==> config.mk <==
export PLATFORM = sky130hd
export DESIGN_NAME = mips_writeback
export DESIGN_NICKNAME = d
export VERILOG_FILES = /design/src/rtl/mips_writeback.sv
export SDC_FILE = /design/constraint.sdc
export NUM_CORES = 1
export LEC_CHECK = 0
export ABC_AREA = 1
export CAP_MARGIN = 20
export CORE_ASPECT_RATIO = 0.8
export CORE_MARGIN = 2
export CORE_UTILIZATION = 47
export CTS_BUF_LIST = sky130_fd_sc_hd__clkbuf_4
export CTS_CLUSTER_DIAMETER = 120
export DETAILED_ROUTE_END_ITERATION = 8
export PLACE_DENSITY = 0.91
export REMOVE_ABC_BUFFERS = 1
export SYNTH_ARGS = -nofsm -noshare
export SYNTH_HDL_FRONTEND = slang
export SYNTH_SLANG_ARGS = --single-unit
export TNS_END_PERCENT = 1
==> constraint.sdc <==
create_clock -name clk -period 2.3 [get_ports clk]
set_input_delay 0.575 -clock clk [delete_from_list [all_inputs] [get_ports clk]]
set_output_delay 0.575 -clock clk [all_outputs]
set_load 0.03 [all_outputs]
==> src/rtl/mips_writeback.sv <==
// MEM/WB pipeline register and write-back mux. It drives the register file write port.
// Optional retire counter: define MIPS_WB_RETIRE_CNT_EN to build it; otherwise retire_count is tied to 0.
module mips_writeback #(
    parameter int BIG_ENDIAN = 1,
    parameter int CNT_W      = 32
) (
    input  logic             clk,
    input  logic             rst,
    input  logic             stall,
    input  logic             flush,
    input  logic             mem_valid,
    input  logic             mem_regwrite,
    input  logic [4:0]       mem_rd,
    input  logic [1:0]       mem_wbsel,
    input  logic [2:0]       mem_load_type,
    input  logic [31:0]      mem_alu_result,
    input  logic [31:0]      mem_load_data,
    input  logic [31:0]      mem_pc_plus8,
    output logic [4:0]       reg_write,
    output logic [31:0]      wdata,
    output logic             write,
    output logic             wb_valid,
    output logic             wb_exc,
    output logic [CNT_W-1:0] retire_count
);
    localparam logic [2:0] LT_LH  = 3'b001;
    localparam logic [2:0] LT_LHU = 3'b010;
    localparam logic [2:0] LT_LB  = 3'b011;
    localparam logic [2:0] LT_LBU = 3'b100;

    localparam logic [1:0] SEL_LOAD = 2'b01;
    localparam logic [1:0] SEL_LINK = 2'b10;

    logic        vld_p0;
    logic        regwrite_p0;
    logic [4:0]  rd_p0;
    logic [1:0]  wbsel_p0;
    logic [2:0]  load_type_p0;
    logic [31:0] alu_p0;
    logic [31:0] ldata_p0;
    logic [31:0] pc8_p0;

    function automatic logic [7:0] byte_lane(input logic [31:0] w, input logic [1:0] off);
        logic [1:0] idx;
        logic [7:0] b;
        // Big-endian puts offset 0 in the top lane, so the lane index is the inverted offset.
        idx = (BIG_ENDIAN != 0) ? ~off : off;
        case (idx)
            2'd0:    b = w[7:0];
            2'd1:    b = w[15:8];
            2'd2:    b = w[23:16];
            default: b = w[31:24];
        endcase
        return b;
    endfunction

    function automatic logic [15:0] half_lane(input logic [31:0] w, input logic off_hi);
        logic hi;
        hi = (BIG_ENDIAN != 0) ? ~off_hi : off_hi;
        return hi ? w[31:16] : w[15:0];
    endfunction

    function automatic logic [31:0] ext8(input logic [7:0] b, input logic sgn);
        logic signed [7:0] sb;
        sb = b;
        return sgn ? 32'(sb) : {24'b0, b};
    endfunction

    function automatic logic [31:0] ext16(input logic [15:0] h, input logic sgn);
        logic signed [15:0] sh;
        sh = h;
        return sgn ? 32'(sh) : {16'b0, h};
    endfunction

    // ---- MEM -> WB register ----
    always_ff @(posedge clk) begin
        if (rst || stall || flush) begin
            vld_p0       <= 1'b0;
            regwrite_p0  <= 1'b0;
            rd_p0        <= '0;
            wbsel_p0     <= '0;
            load_type_p0 <= '0;
            alu_p0       <= '0;
            ldata_p0     <= '0;
            pc8_p0       <= '0;
        end else begin
            vld_p0       <= mem_valid;
            regwrite_p0  <= mem_regwrite;
            rd_p0        <= mem_rd;
            wbsel_p0     <= mem_wbsel;
            load_type_p0 <= mem_load_type;
            alu_p0       <= mem_alu_result;
            ldata_p0     <= mem_load_data;
            pc8_p0       <= mem_pc_plus8;
        end
    end

    // ---- WB combinational write port ----
    logic [1:0]  off;
    logic [7:0]  byte_sel;
    logic [15:0] half_sel;
    logic [31:0] load_val;
    logic        misaligned;

    assign off      = alu_p0[1:0];
    assign byte_sel = byte_lane(ldata_p0, off);
    assign half_sel = half_lane(ldata_p0, off[1]);

    always_comb begin
        load_val   = ldata_p0;
        misaligned = (off != 2'b00);
        case (load_type_p0)
            LT_LH: begin
                load_val   = ext16(half_sel, 1'b1);
                misaligned = off[0];
            end
            LT_LHU: begin
                load_val   = ext16(half_sel, 1'b0);
                misaligned = off[0];
            end
            LT_LB: begin
                load_val   = ext8(byte_sel, 1'b1);
                misaligned = 1'b0;
            end
            LT_LBU: begin
                load_val   = ext8(byte_sel, 1'b0);
                misaligned = 1'b0;
            end
            default: begin
                load_val   = ldata_p0;
                misaligned = (off != 2'b00);
            end
        endcase
    end

    always_comb begin
        wdata = '0;
        if (vld_p0) begin
            case (wbsel_p0)
                SEL_LOAD: wdata = load_val;
                SEL_LINK: wdata = pc8_p0;
                default:  wdata = alu_p0;
            endcase
        end
    end

    assign wb_valid  = vld_p0;
    assign wb_exc    = vld_p0 && (wbsel_p0 == SEL_LOAD) && misaligned;
    assign reg_write = rd_p0;
    assign write     = vld_p0 && regwrite_p0 && (rd_p0 != 5'd0) && !wb_exc;

`ifdef MIPS_WB_RETIRE_CNT_EN
    logic [CNT_W-1:0] cnt_p1;

    // ---- retire counter ----
    always_ff @(posedge clk) begin
        if (rst) begin
            cnt_p1 <= '0;
        end else if (vld_p0 && !wb_exc) begin
            cnt_p1 <= cnt_p1 + CNT_W'(1);
        end
    end

    assign retire_count = cnt_p1;
`else
    assign retire_count = '0;
`endif

endmodule

==> reports/qor.yml <==
setup_path:
  cp-end-kind: "output port"
  required_ns: 1.73
  critPathTopFamily: "simple AND/OR/NAND/NOR gates"
  slowest_stage: "dfxtp_4"
  cp_cell_sequence: "buf_6 -> inv_6 -> nand2_4 -> nand2_2 -> nand2_2 -> nand2_2 -> buf_6 -> nand3_4 -> nand2_4 -> nand2_2 -> a21oi_2 -> buf_6"
  cp_slowest_stage_delay_ns: 0.39
  cp-start-kind: "flip-flop"
  critPathKind: "reg -> out"
  cp_data_arrival_time_ns: 2.12
  cp_common_cell: "nand2_2"
  critPathBufInv: 4
  crit_path_max_fanout: 8
cells_and_area:
  layout_commonest_cell: "inv_1"
  nFillCells: 826
  nNetsFinal: 1076
  layout_common_cells: "inv_1, nor2_1, nand2_1"
  n_antenna_cell: 0
  area_delta_synth_final_pct: 45.42
  drive_gt1_frac: 0.2029
  fin_area_um2: 7495
floorplan:
  initial_core_util: 0.4788
  rows: 34
  die_x_um: 121.1
  io_pins: 184
  core-area_um2: 10760
  fp.dieH_um: 97.66
  design.die.area_um2: 11820
yosys:
  synth_edf_count: 0
  syn_inst: 781
  async_reset_ff_frac: 0
  ys_warn_count: 0
  ys_types: 27
  avgSynthCellArea_um2: 6.599
  synth-seq-area-share: 0.4195
  yosys_register_bits: 108
  netlist_area_um2: 5154
  synthFlopType: "dfxtp_1"
sta:
  period_share: 1.171
  holdWs_ns: 0.5964
  final_max_slew_viol_count: 0
  max_freq_mhz: 371.4
  timing.final.ws_setup_ns: -0.3928
  hold_viol_final: 0
  fin_crit_ns: 2.693
  rsz0062_at_grt: "yes"
  finalSetupViolCount: 34
clock_tree:
  clockBufferDepth: 2
  cts_max_level: 3
  cts_root_buf: "clkbuf_4"
  cts_made_buffers: 9
  clk_pin_slew_ns: 0.17
  clock-sinks: 108
  cts_tree: "built"
  cts_hold_buffers: 0
grt:
  grt_pass1_wl_mm: 23.77
  antenna_found_initial: 0
  grt_pass1_vias: 5031
  grt_usage: 0.2543
  overflow: 0
  grt_max_degree: 45
power:
  p_switching_uw: 987.3
  combPwrFrac: 0.178
  p_sw_frac: 0.2703
  p_total_mw: 3.652
  power_leakage_nw: 3.625
  p_per_area_nw_per_um2: 487.3
  p_int_mw: 2.665
  p_seq_frac: 0.532
  vdd_drop_max_uv: 395.7
  clock_power_share: 0.290
run_status:
  status: "finished with violations"
  violations: "negative setup slack"
place:
  gp_congestion: 0.9810
  io_buffers: 151
  dp_hpwl_mm: 10.45
  postPlaceCellArea_um2: 6857
run:
  drv_cap: 0
min_path:
  min_from: "mem_rd[1]"
  hold_depth: 3
  hold_end: "reg_write[1]$_SDFF_PP0_"
  hold_class: "in -> reg"
routing:
  remaining_drc_errors: 0
  dr_total_vias: 5237
  antenna_left: 0
  drtIter0Drc: 407
  wl_per_cell_um: 13.61
  routed_wl_mm: 15.11
  first_pass_iters: 5
  viasPerCell: 4.718
## worst min-delay path, delay by kind of cell
| family | cells | cell delay (ns) |
|---|---|---|
| buf+inv | 2 | 0.44 |
| simple gates | 1 | 0.03 |
## cell families after synthesis
logic type               Yosys count  synth area share
AND/OR/NAND/NOR                  312            0.2433
flip-flops                       108            0.4195
other                              1         0.0007276
adder cells (fa/ha/maj)            2          0.004855
buffers and inverters            222            0.1923
AO/OA/AOI/OAI                    136            0.1394
## state kept, by name (all words and copies together), names as in the netlist
signal / flops
alu_p0: 32
ldata_p0: 32
pc8_p0: 32
reg_write: 5
load_type_p0: 3
wbsel_p0: 2
regwrite_p0: 1
wb_valid: 1
## synthesized netlist by cell type, types with 2 or more instances
cell type  number  share of area
nand2_1       153           0.11
inv_1         148           0.11
nor2_1        129          0.094
dfxtp_1       108           0.42
a21oi_1        94          0.091
buf_4          34          0.050
o21ai_0        32          0.031
clkbuf_1       25          0.018
nand3_1        17          0.017
a21oi_2        10          0.017
buf_2           5         0.0049
nand2_2         4         0.0049
buf_6           3         0.0066
inv_2           3         0.0022
buf_1           2         0.0015
ha_1            2         0.0049
nor2_4          2         0.0044
## how the worst max path moves through the flow
stage | cells past startpoint | slack, ns | start | endpoint
after detailed placement | 9 | -0.19 | load_type_p0[2]$_SDFF_PP0_ | wdata[2]
after global placement | 9 | -0.13 | load_type_p0[2]$_SDFF_PP0_ | wdata[2]
after floorplan | 7 | -0.33 | load_type_p0[1]$_SDFF_PP0_ | write
final | 12 | -0.39 | alu_p0[1]$_SDFF_PP0_ | wdata[25]
after global routing | 12 | -0.50 | alu_p0[1]$_SDFF_PP0_ | wdata[21]
after CTS | 13 | -0.36 | alu_p0[1]$_SDFF_PP0_ | wdata[11]
## routing by layer
| layer | vias up | routed length (µm) | global-route usage |
|---|---|---|---|
| met1 | 2356 | 6477 | 0.3216 |
| met3 | 18 | 1287 | 0.07453 |
| met4 | 0 | 173 | 0.07066 |
| li1 | 2629 | - | - |
| met2 | 234 | 7172 | 0.4205 |
| met5 | - | 0 | 0 |
## stage by stage
stage	setup TNS (ns)	instances	setup WS, ns	util
CTS	-10.30	1110	-0.3553	0.6832
finish	-10.79	1110	-0.3928	0.6964
floorplan	-35.50	743	-0.3291	-
global placement	-0.4860	1086	-0.1329	0.6371
detailed placement	-1.252	1086	-0.1925	0.6371
global route	-14.42	1110	-0.4995	0.6964
## final cells by class
class | instances | area, µm² | share of cell area
tap | 144 | 180.2 | 0.02404
inverter | 153 | 585.6 | 0.07813
clock inverter | 6 | 86.33 | 0.01152
multi-input combinational | 483 | 2352 | 0.3139
clock buffer | 9 | 67.56 | 0.009015
sequential | 108 | 2175 | 0.2902
timing repair buffer | 207 | 2048 | 0.2733
## what timing repair did
action	CTS	global route
resized for setup	101	45
hold endpoints to repair	0	0
endpoints found under the setup margin	34	34
cloned	1	0
buffers inserted	8	0
pin swaps	17	21
## power by group through the flow
stage	clock (mW)	combinational, mW	sequential [mW]
floorplan	0	0.273	1.99
global route	1.14	0.706	1.95
detailed placement	0	0.583	1.98
finish	1.06	0.651	1.94
global placement	0	0.574	1.98
CTS	1.07	0.623	1.94
No activity file was read; power rests on OpenSTA's default activity.
